==> src/rtl/exec_unit_mc.sv <==
// Multi-cycle execute unit: single-cycle ALU/shift ops, iterative unsigned divide,
// internal Hi/Lo registers and a valid/ready request handshake.
module exec_unit_mc #(
    parameter int unsigned WIDTH = 32,
    parameter int unsigned SHW   = $clog2(WIDTH)
) (
    input  logic             clk,
    input  logic             reset,
    input  logic             in_valid,
    output logic             in_ready,
    input  logic [3:0]       op,
    input  logic [WIDTH-1:0] dataA,
    input  logic [WIDTH-1:0] dataB,
    input  logic [SHW-1:0]   shamt,
    input  logic             flush,
    output logic             out_valid,
    output logic [WIDTH-1:0] out_data,
    output logic             zero,
    output logic             illegal
);

    localparam int unsigned CW = $clog2(WIDTH) + 1;

    localparam logic [3:0] OpAnd  = 4'd0;
    localparam logic [3:0] OpOr   = 4'd1;
    localparam logic [3:0] OpAdd  = 4'd2;
    localparam logic [3:0] OpSub  = 4'd3;
    localparam logic [3:0] OpSlt  = 4'd4;
    localparam logic [3:0] OpSrl  = 4'd5;
    localparam logic [3:0] OpSll  = 4'd6;
    localparam logic [3:0] OpDivu = 4'd7;
    localparam logic [3:0] OpMfhi = 4'd8;
    localparam logic [3:0] OpMflo = 4'd9;

    typedef enum logic {StIdle, StDiv} state_e;

    state_e           state_q, state_d;
    logic [CW-1:0]    cnt_q, cnt_d;
    logic [WIDTH-1:0] rem_q, rem_d;
    logic [WIDTH-1:0] quo_q, quo_d;
    logic [WIDTH-1:0] dvs_q, dvs_d;
    logic [WIDTH-1:0] hi_q, hi_d;
    logic [WIDTH-1:0] lo_q, lo_d;
    logic             out_valid_q, out_valid_d;
    logic [WIDTH-1:0] out_data_q, out_data_d;
    logic             zero_q, zero_d;
    logic             illegal_q, illegal_d;

    logic [WIDTH:0]   rem_shift;
    logic [WIDTH:0]   trial;
    logic             qbit;
    logic [WIDTH-1:0] rem_next;
    logic [WIDTH-1:0] quo_next;
    logic [WIDTH-1:0] alu_res;
    logic             alu_ill;
    logic             accept;

    assign in_ready  = (state_q == StIdle) && reset;
    assign accept    = in_valid && in_ready;
    assign out_valid = out_valid_q;
    assign out_data  = out_data_q;
    assign zero      = zero_q;
    assign illegal   = illegal_q;

    // Quotient bits enter quo_q from the bottom as dividend bits leave from the top.
    always_comb begin
        rem_shift = {rem_q, quo_q[WIDTH-1]};
        trial     = rem_shift - {1'b0, dvs_q};
        qbit      = ~trial[WIDTH];
        rem_next  = qbit ? trial[WIDTH-1:0] : rem_shift[WIDTH-1:0];
        quo_next  = {quo_q[WIDTH-2:0], qbit};
    end

    always_comb begin
        alu_res = '0;
        alu_ill = 1'b0;
        case (op)
            OpAnd:   alu_res = dataA & dataB;
            OpOr:    alu_res = dataA | dataB;
            OpAdd:   alu_res = dataA + dataB;
            OpSub:   alu_res = dataA - dataB;
            OpSlt:   alu_res = {{(WIDTH-1){1'b0}}, ($signed(dataA) < $signed(dataB))};
            OpSrl:   alu_res = dataB >> shamt;
            OpSll:   alu_res = dataB << shamt;
            OpDivu:  alu_res = '1;
            OpMfhi:  alu_res = hi_q;
            OpMflo:  alu_res = lo_q;
            default: alu_ill = 1'b1;
        endcase
    end

    always_comb begin
        state_d     = state_q;
        cnt_d       = cnt_q;
        rem_d       = rem_q;
        quo_d       = quo_q;
        dvs_d       = dvs_q;
        hi_d        = hi_q;
        lo_d        = lo_q;
        out_valid_d = 1'b0;
        out_data_d  = out_data_q;
        zero_d      = zero_q;
        illegal_d   = illegal_q;
        case (state_q)
            StIdle: begin
                if (accept) begin
                    if (op == OpDivu && dataB != '0) begin
                        dvs_d   = dataB;
                        quo_d   = dataA;
                        rem_d   = '0;
                        cnt_d   = CW'(WIDTH);
                        state_d = StDiv;
                    end else begin
                        out_valid_d = 1'b1;
                        out_data_d  = alu_res;
                        zero_d      = (alu_res == '0);
                        illegal_d   = alu_ill;
                        if (op == OpDivu) begin
                            lo_d = '1;
                            hi_d = dataA;
                        end
                    end
                end
            end
            StDiv: begin
                if (flush) begin
                    state_d = StIdle;
                    cnt_d   = '0;
                end else begin
                    rem_d = rem_next;
                    quo_d = quo_next;
                    cnt_d = cnt_q - CW'(1);
                    if (cnt_q == CW'(1)) begin
                        state_d     = StIdle;
                        lo_d        = quo_next;
                        hi_d        = rem_next;
                        out_valid_d = 1'b1;
                        out_data_d  = quo_next;
                        zero_d      = (quo_next == '0);
                        illegal_d   = 1'b0;
                    end
                end
            end
            default: state_d = StIdle;
        endcase
    end

    always_ff @(posedge clk) begin
        if (!reset) begin
            state_q     <= StIdle;
            cnt_q       <= '0;
            rem_q       <= '0;
            quo_q       <= '0;
            dvs_q       <= '0;
            hi_q        <= '0;
            lo_q        <= '0;
            out_valid_q <= 1'b0;
            out_data_q  <= '0;
            zero_q      <= 1'b0;
            illegal_q   <= 1'b0;
        end else begin
            state_q     <= state_d;
            cnt_q       <= cnt_d;
            rem_q       <= rem_d;
            quo_q       <= quo_d;
            dvs_q       <= dvs_d;
            hi_q        <= hi_d;
            lo_q        <= lo_d;
            out_valid_q <= out_valid_d;
            out_data_q  <= out_data_d;
            zero_q      <= zero_d;
            illegal_q   <= illegal_d;
        end
    end

endmodule

==> config.mk <==
export PLATFORM = sky130hd
export DESIGN_NAME = exec_unit_mc
export DESIGN_NICKNAME = d
export VERILOG_FILES = /design/src/rtl/exec_unit_mc.sv
export SDC_FILE = /design/constraint.sdc
export NUM_CORES = 1
export LEC_CHECK = 0
export CAP_MARGIN = 20
export CORE_MARGIN = 8
export CORE_UTILIZATION = 26
export DETAILED_ROUTE_END_ITERATION = 12
export SYNTH_ARGS = -nofsm -noshare
export SYNTH_HDL_FRONTEND = slang
export SYNTH_SLANG_ARGS = --single-unit
==> constraint.sdc <==
create_clock -name clk -period 10.4 [get_ports clk]
set_input_delay 1.56 -clock clk [delete_from_list [all_inputs] [get_ports clk]]
set_output_delay 1.56 -clock clk [all_outputs]
set_load 0.03 [all_outputs]
Word-level counts from Yosys, hierarchy flattened:

Index checks and enable logic that the tools add are counted.

* register bits after elaboration: 202
* latch bits: 0
* bits in writable memories: 0
* memory bits (read-only): 0
* input port bits: 77
* output and inout bits: 36
* word-level logic and storage cells: 101
* memories: 0

* add/sub/neg operators: 4
* $mul: 0
* div/mod/pow operators: 0
* magnitude comparators: 1
* equal/unequal tests: 16
* shifts and indexed selects: 2
* muxes and demuxes: 50
* bitwise operators: 4
* reduce and logical (&&, ||, !) cells: 13

Operators with widths (count)
* $mux 32: 19
* $pmux 32 s10: 1
* $pmux 32 s2: 5
* $logic_not 32->1: 2
* $sub 33x32->33: 1
* $add 32x32->32: 1
* $and 32x32->32: 1
* $lt 32x32->1: 1
* $or 32x32->32: 1
* $reduce_bool 32->1: 1
* $shl 32x5->32: 1
* $shr 32x5->32: 1
* $sub 32x32->32: 1
* $mux 6: 3
* $mux 1: 17
* $eq 4x3->1 const B: 4
* $pmux 6 s2: 1
* $reduce_or 10->1: 1
* $eq 4x2->1 const B: 2
* $eq 4x4->1 const B: 2
* $pmux 1 s2: 4
* $eq 6x1->1 const B: 1
* $ne 2x1->1 const B: 3
* $ne 2x2->1 const B: 3
* 9 further kinds: 13

Depth between registers and ports, before layout:

* depth in word-level cells: 6
* gate-level depth with buffers: 18
* mapped depth without buffers: 16

Least setup slack after synthesis:

No wires, ideal clock.

* path type: input to register
* start: in dataB[8]
* end: reg zero_q (netlist: zero)
* arrival: 4801 ps
* required time: 10331 ps
* path slack: 5530 ps
* stages on the path: 15
* path buffers: 2
* cell sequence: clkbuf_1 -> inv_1 -> ha_1 -> clkbuf_1 -> and2_1 -> a221o_1 -> or2_2 -> a21o_1 -> o22ai_1 -> o221a_2 -> o21ai_0 -> nor4bb_1 -> nand4_1 -> or4_1 -> o21ai_1

* cells in the longest elaborated chain, start to end: 6

Ends and longest elaborated chain
* start: declaration: RTL line 13 `input logic [WIDTH-1:0] dataB,`
* $sub 32x32->32, or another cell as far along: RTL line 81 `OpSub: alu_res = dataA - dataB;`
* $pmux 32 s10: RTL line 77 `case (op)`
* $logic_not 32->1: RTL line 116 `zero_d = (alu_res == '0);`
* $mux 1: RTL line 107 `if (op == OpDivu && dataB != '0) begin`
* $mux 1: RTL line 106 `if (accept) begin`
* $pmux 1 s2: RTL line 104 `case (state_q)`
* end signal: assignment: RTL line 171 `zero_q <= zero_d;`
* end: declaration: RTL line 46 `logic zero_q, zero_d;`

Parallel ways exist; a longest one is shown, timed or not. The select of a mux whose other input is x is not followed.
A chain may end at the register's enable or synchronous reset.

Worst setup path in the final report:

* start: in dataB[18]
* end: reg zero_q (netlist: zero)

The elaborated chain is that of the path after synthesis.

==> run summary <==
Post-CTS Setup Repair Bufs -> 0
# H-tree levels -> 1
commonest non-fill, non-tap cells in the layout -> 243 x nand2_1, 207 x nor2_1, 201 x dfxtp_1
Int Pwr -> 1.479 mW
Post-Synthesis Cells -> 2,683
number of setup violations in the final report -> 0
fin cells -> 3,704
vias per cell -> 5.975
Comb power frac -> 34.4%
number of global-route vias before repair -> 20,370
placed cells -> 3,666
initial DRC count -> 3,225
TritonCTS Buffers -> 21
post-route ant nets -> 0
final WL -> 101,400 µm
CP max FO -> 14
clock root buffer -> clkbuf_16
max-capacitance violation count -> 0
FF-to-FF End -> hi_q[18]$_SDFFE_PN0P_
Tot GR Track Use -> 22.21%
num rows -> 102
total core area -> 76,960 µm²
antenna diode count -> 0
Area growth syn-to-layout -> 13.09%
Vias -> 22,130
final RePlAce weighted congestion -> 1.062
Hold Path Class -> flop to flop
layout cells sized above 1 -> 8.521%
DRT Pass-1 Iters -> 6
Max Root-Sink Buffers -> 3
Post-CTS Hold Buffers -> 0
Worst Tran Pin Value -> 1209 ps
top-area cell type share of the netlist area -> 20.16%
Worst-path clk slew -> 70 ps
mapped cell area -> 20,060 µm²
critical path arrival -> 6700 ps
Slew headroom -> 19.23%
Post-synth EDFFs -> 0
hold_sp -> out_data[20]$_SDFFE_PN0P_
Max rail drop VDD -> 0.00008503 V
io pins -> 113
worst endpoint required time -> 10,850 ps
initial antenna violation count -> 2
first-pass GRT wire length -> 144,600 µm
DP HPWL -> 79,670 µm
net switching power -> 0.9007 mW
CTS tree -> built
Port Buffers -> 112
PostCTS Resize Cnt -> 0
crit path time final -> 6254 ps
outcome -> complete, no violations
sequential fraction of the synthesis area -> 20.16%
most common cell after layout, fill and taps aside -> nand2_1
syn_nets -> 2,905
Layout fillers -> 8,432
skew final -> 20.51 ps
Worst R2R Path Depth -> 16
post-synth top area cell -> dfxtp_1
worst hold endpoint -> out_data[20]$_SDFFE_PN0P_
Yosys warning total -> 0
synthesized flop and latch total -> 202
Post-Route Setup TNS -> 0 ps
Clk pwr share -> 32.5%
WL per Instance -> 27.36 µm
Final #Nets -> 2,872
Slew Limit Fails -> 0
hold depth -> 2
pin count of the biggest net entering global routing -> 105
Tcrit/Tclk final -> 60.14%
CP endpoint kind -> flop
startpoint types -> input pin
endpoints failing hold -> 0
switching share of power -> 37.84%
Sequential Power Share -> 33.1%
r2r setup slk -> 6050 ps
Fmax -> 159.9 MHz
async set-reset flop share out of synthesis -> 0%
leakage power -> 9.057 nW
main area contributors after synthesis -> dfxtp_1 20%, ha_1 8.9%, a21oi_1 5.0%
Remaining DRCs -> 0
clock latency on the worst-skew pair -> 510 ps
worst r2r src -> quo_q[31]$_SDFFE_PN0P_
Starting Density -> 26.07%
CTS sink count -> 202
Avg Synthesized Cell Area -> 7.476 µm²
unrepaired setup endpoints after global routing -> false
Synth Flop Type -> dfxtp_1
die area -> 86,290 µm²
die width -> 293.8 µm
total gr overflow -> 0
Die Height -> 293.8 µm
count of unique library cells instantiated by Yosys -> 86
kind of critical path -> input pin to flop
Pwr per Cell Area -> 104.9 nW/µm²
## layout make-up
| type | instances | area [µm²] | area share, % |
|---|---|---|---|
| multi-input cells | 2109 | 14580 | 64.25 |
| flip-flops and latches | 202 | 4048 | 17.84 |
| repair buffers | 166 | 1506 | 6.641 |
| well taps | 1040 | 1301 | 5.736 |
| clock buffers | 27 | 588.1 | 2.592 |
| inverters | 150 | 563.0 | 2.482 |
| clock inverters | 10 | 103.9 | 0.4578 |
## cells in the mapped netlist, types with 29 or more instances
cell type	count
a211oi_1	32
a21o_1	41
a21oi_1	201
a31oi_1	47
and2_1	38
buf_2	32
clkbuf_1	161
dfxtp_1	202
ha_1	142
inv_1	145
mux2_2	33
mux2i_1	88
mux4_2	29
nand2_1	244
nand2b_1	41
nand3_1	78
nor2_1	207
nor2b_1	68
nor3_1	46
nor4_1	37
o211a_1	34
o211ai_1	51
o21ai_0	197
o221a_2	36
xnor2_1	41
## power by group through the flow
stage	clock [mW]	combinational, mW	sequential [mW]
floorplan	0	0.465	0.815
global placement	0	0.789	0.806
detailed placement	0	0.782	0.806
CTS	0.785	0.786	0.788
global route	0.817	0.851	0.789
finish	0.774	0.818	0.788
## worst max-delay path by stage
stage                              endpoint  startpoint  slack (ps)  cells after the start
after detailed placement  zero$_SDFFE_PN0P_   dataB[18]        3820                     15
final                     zero$_SDFFE_PN0P_   dataB[18]        4150                     15
after CTS                 zero$_SDFFE_PN0P_   dataB[18]        4340                     15
after global routing      zero$_SDFFE_PN0P_   dataB[18]        4030                     15
after floorplan           zero$_SDFFE_PN0P_    dataB[8]        5530                     15
after global placement    zero$_SDFFE_PN0P_   dataB[18]        3610                     15
## logic make-up (layout without fill, tap and decap cells)
logic type	Yosys count	in the layout	synth area share (%)
AOI/OAI and AO/OA	917	917	31.11
xor gates and xnor gates	51	51	2.227
adders and majority gates	145	145	9.157
buffers and inverters	372	353	7.423
DFF	202	202	20.16
muxes	150	150	9.500
and+or+nand+nor	846	846	20.42
## sequential cells by signal, summed over array words and instances (netlist names)
name / flops
hi_q: 32
lo_q: 32
illegal: 1
state_q: 1
rem_q: 32
out_data: 32
dvs_q: 32
quo_q: 32
out_valid: 1
cnt_q: 6
zero: 1
## critical path, cell delays in order
cell	delay, ps
clkdlybuf4s50_1	870
inv_1	300
ha_1	490
inv_2	180
nand2_1	100
o21ai_1	440
o221ai_1	240
a21oi_1	530
o21ai_1	170
a2111oi_0	420
nor3_1	220
nor4_2	370
nand4_1	190
or4_1	490
o21ai_1	130
## metrics by stage
stage	hold WS (ps)	utilization (%)	power (mW)	setup slack (ps)	instance area (µm²)
2_1_floorplan	451.6	-	1.281	5530	20060
3_3_place_gp	451.9	28.53	1.595	3613	21960
3_5_place_dp	457.9	28.57	1.588	3820	21990
4_1_cts	465.2	29.47	2.358	4341	22680
5_1_grt	481.6	29.48	2.456	4029	22690
6_report	459.8	29.48	2.380	4146	22690
## metal layers
layer,global-route usage [%],share of wire (%),up-vias
met5,0,0.015,-
met4,10.13,5.5,2
met3,4.977,11,257
met2,32.87,42,1404
met1,30.46,42,10640
li1,-,-,9823
(Power assumes the default switching activity.)
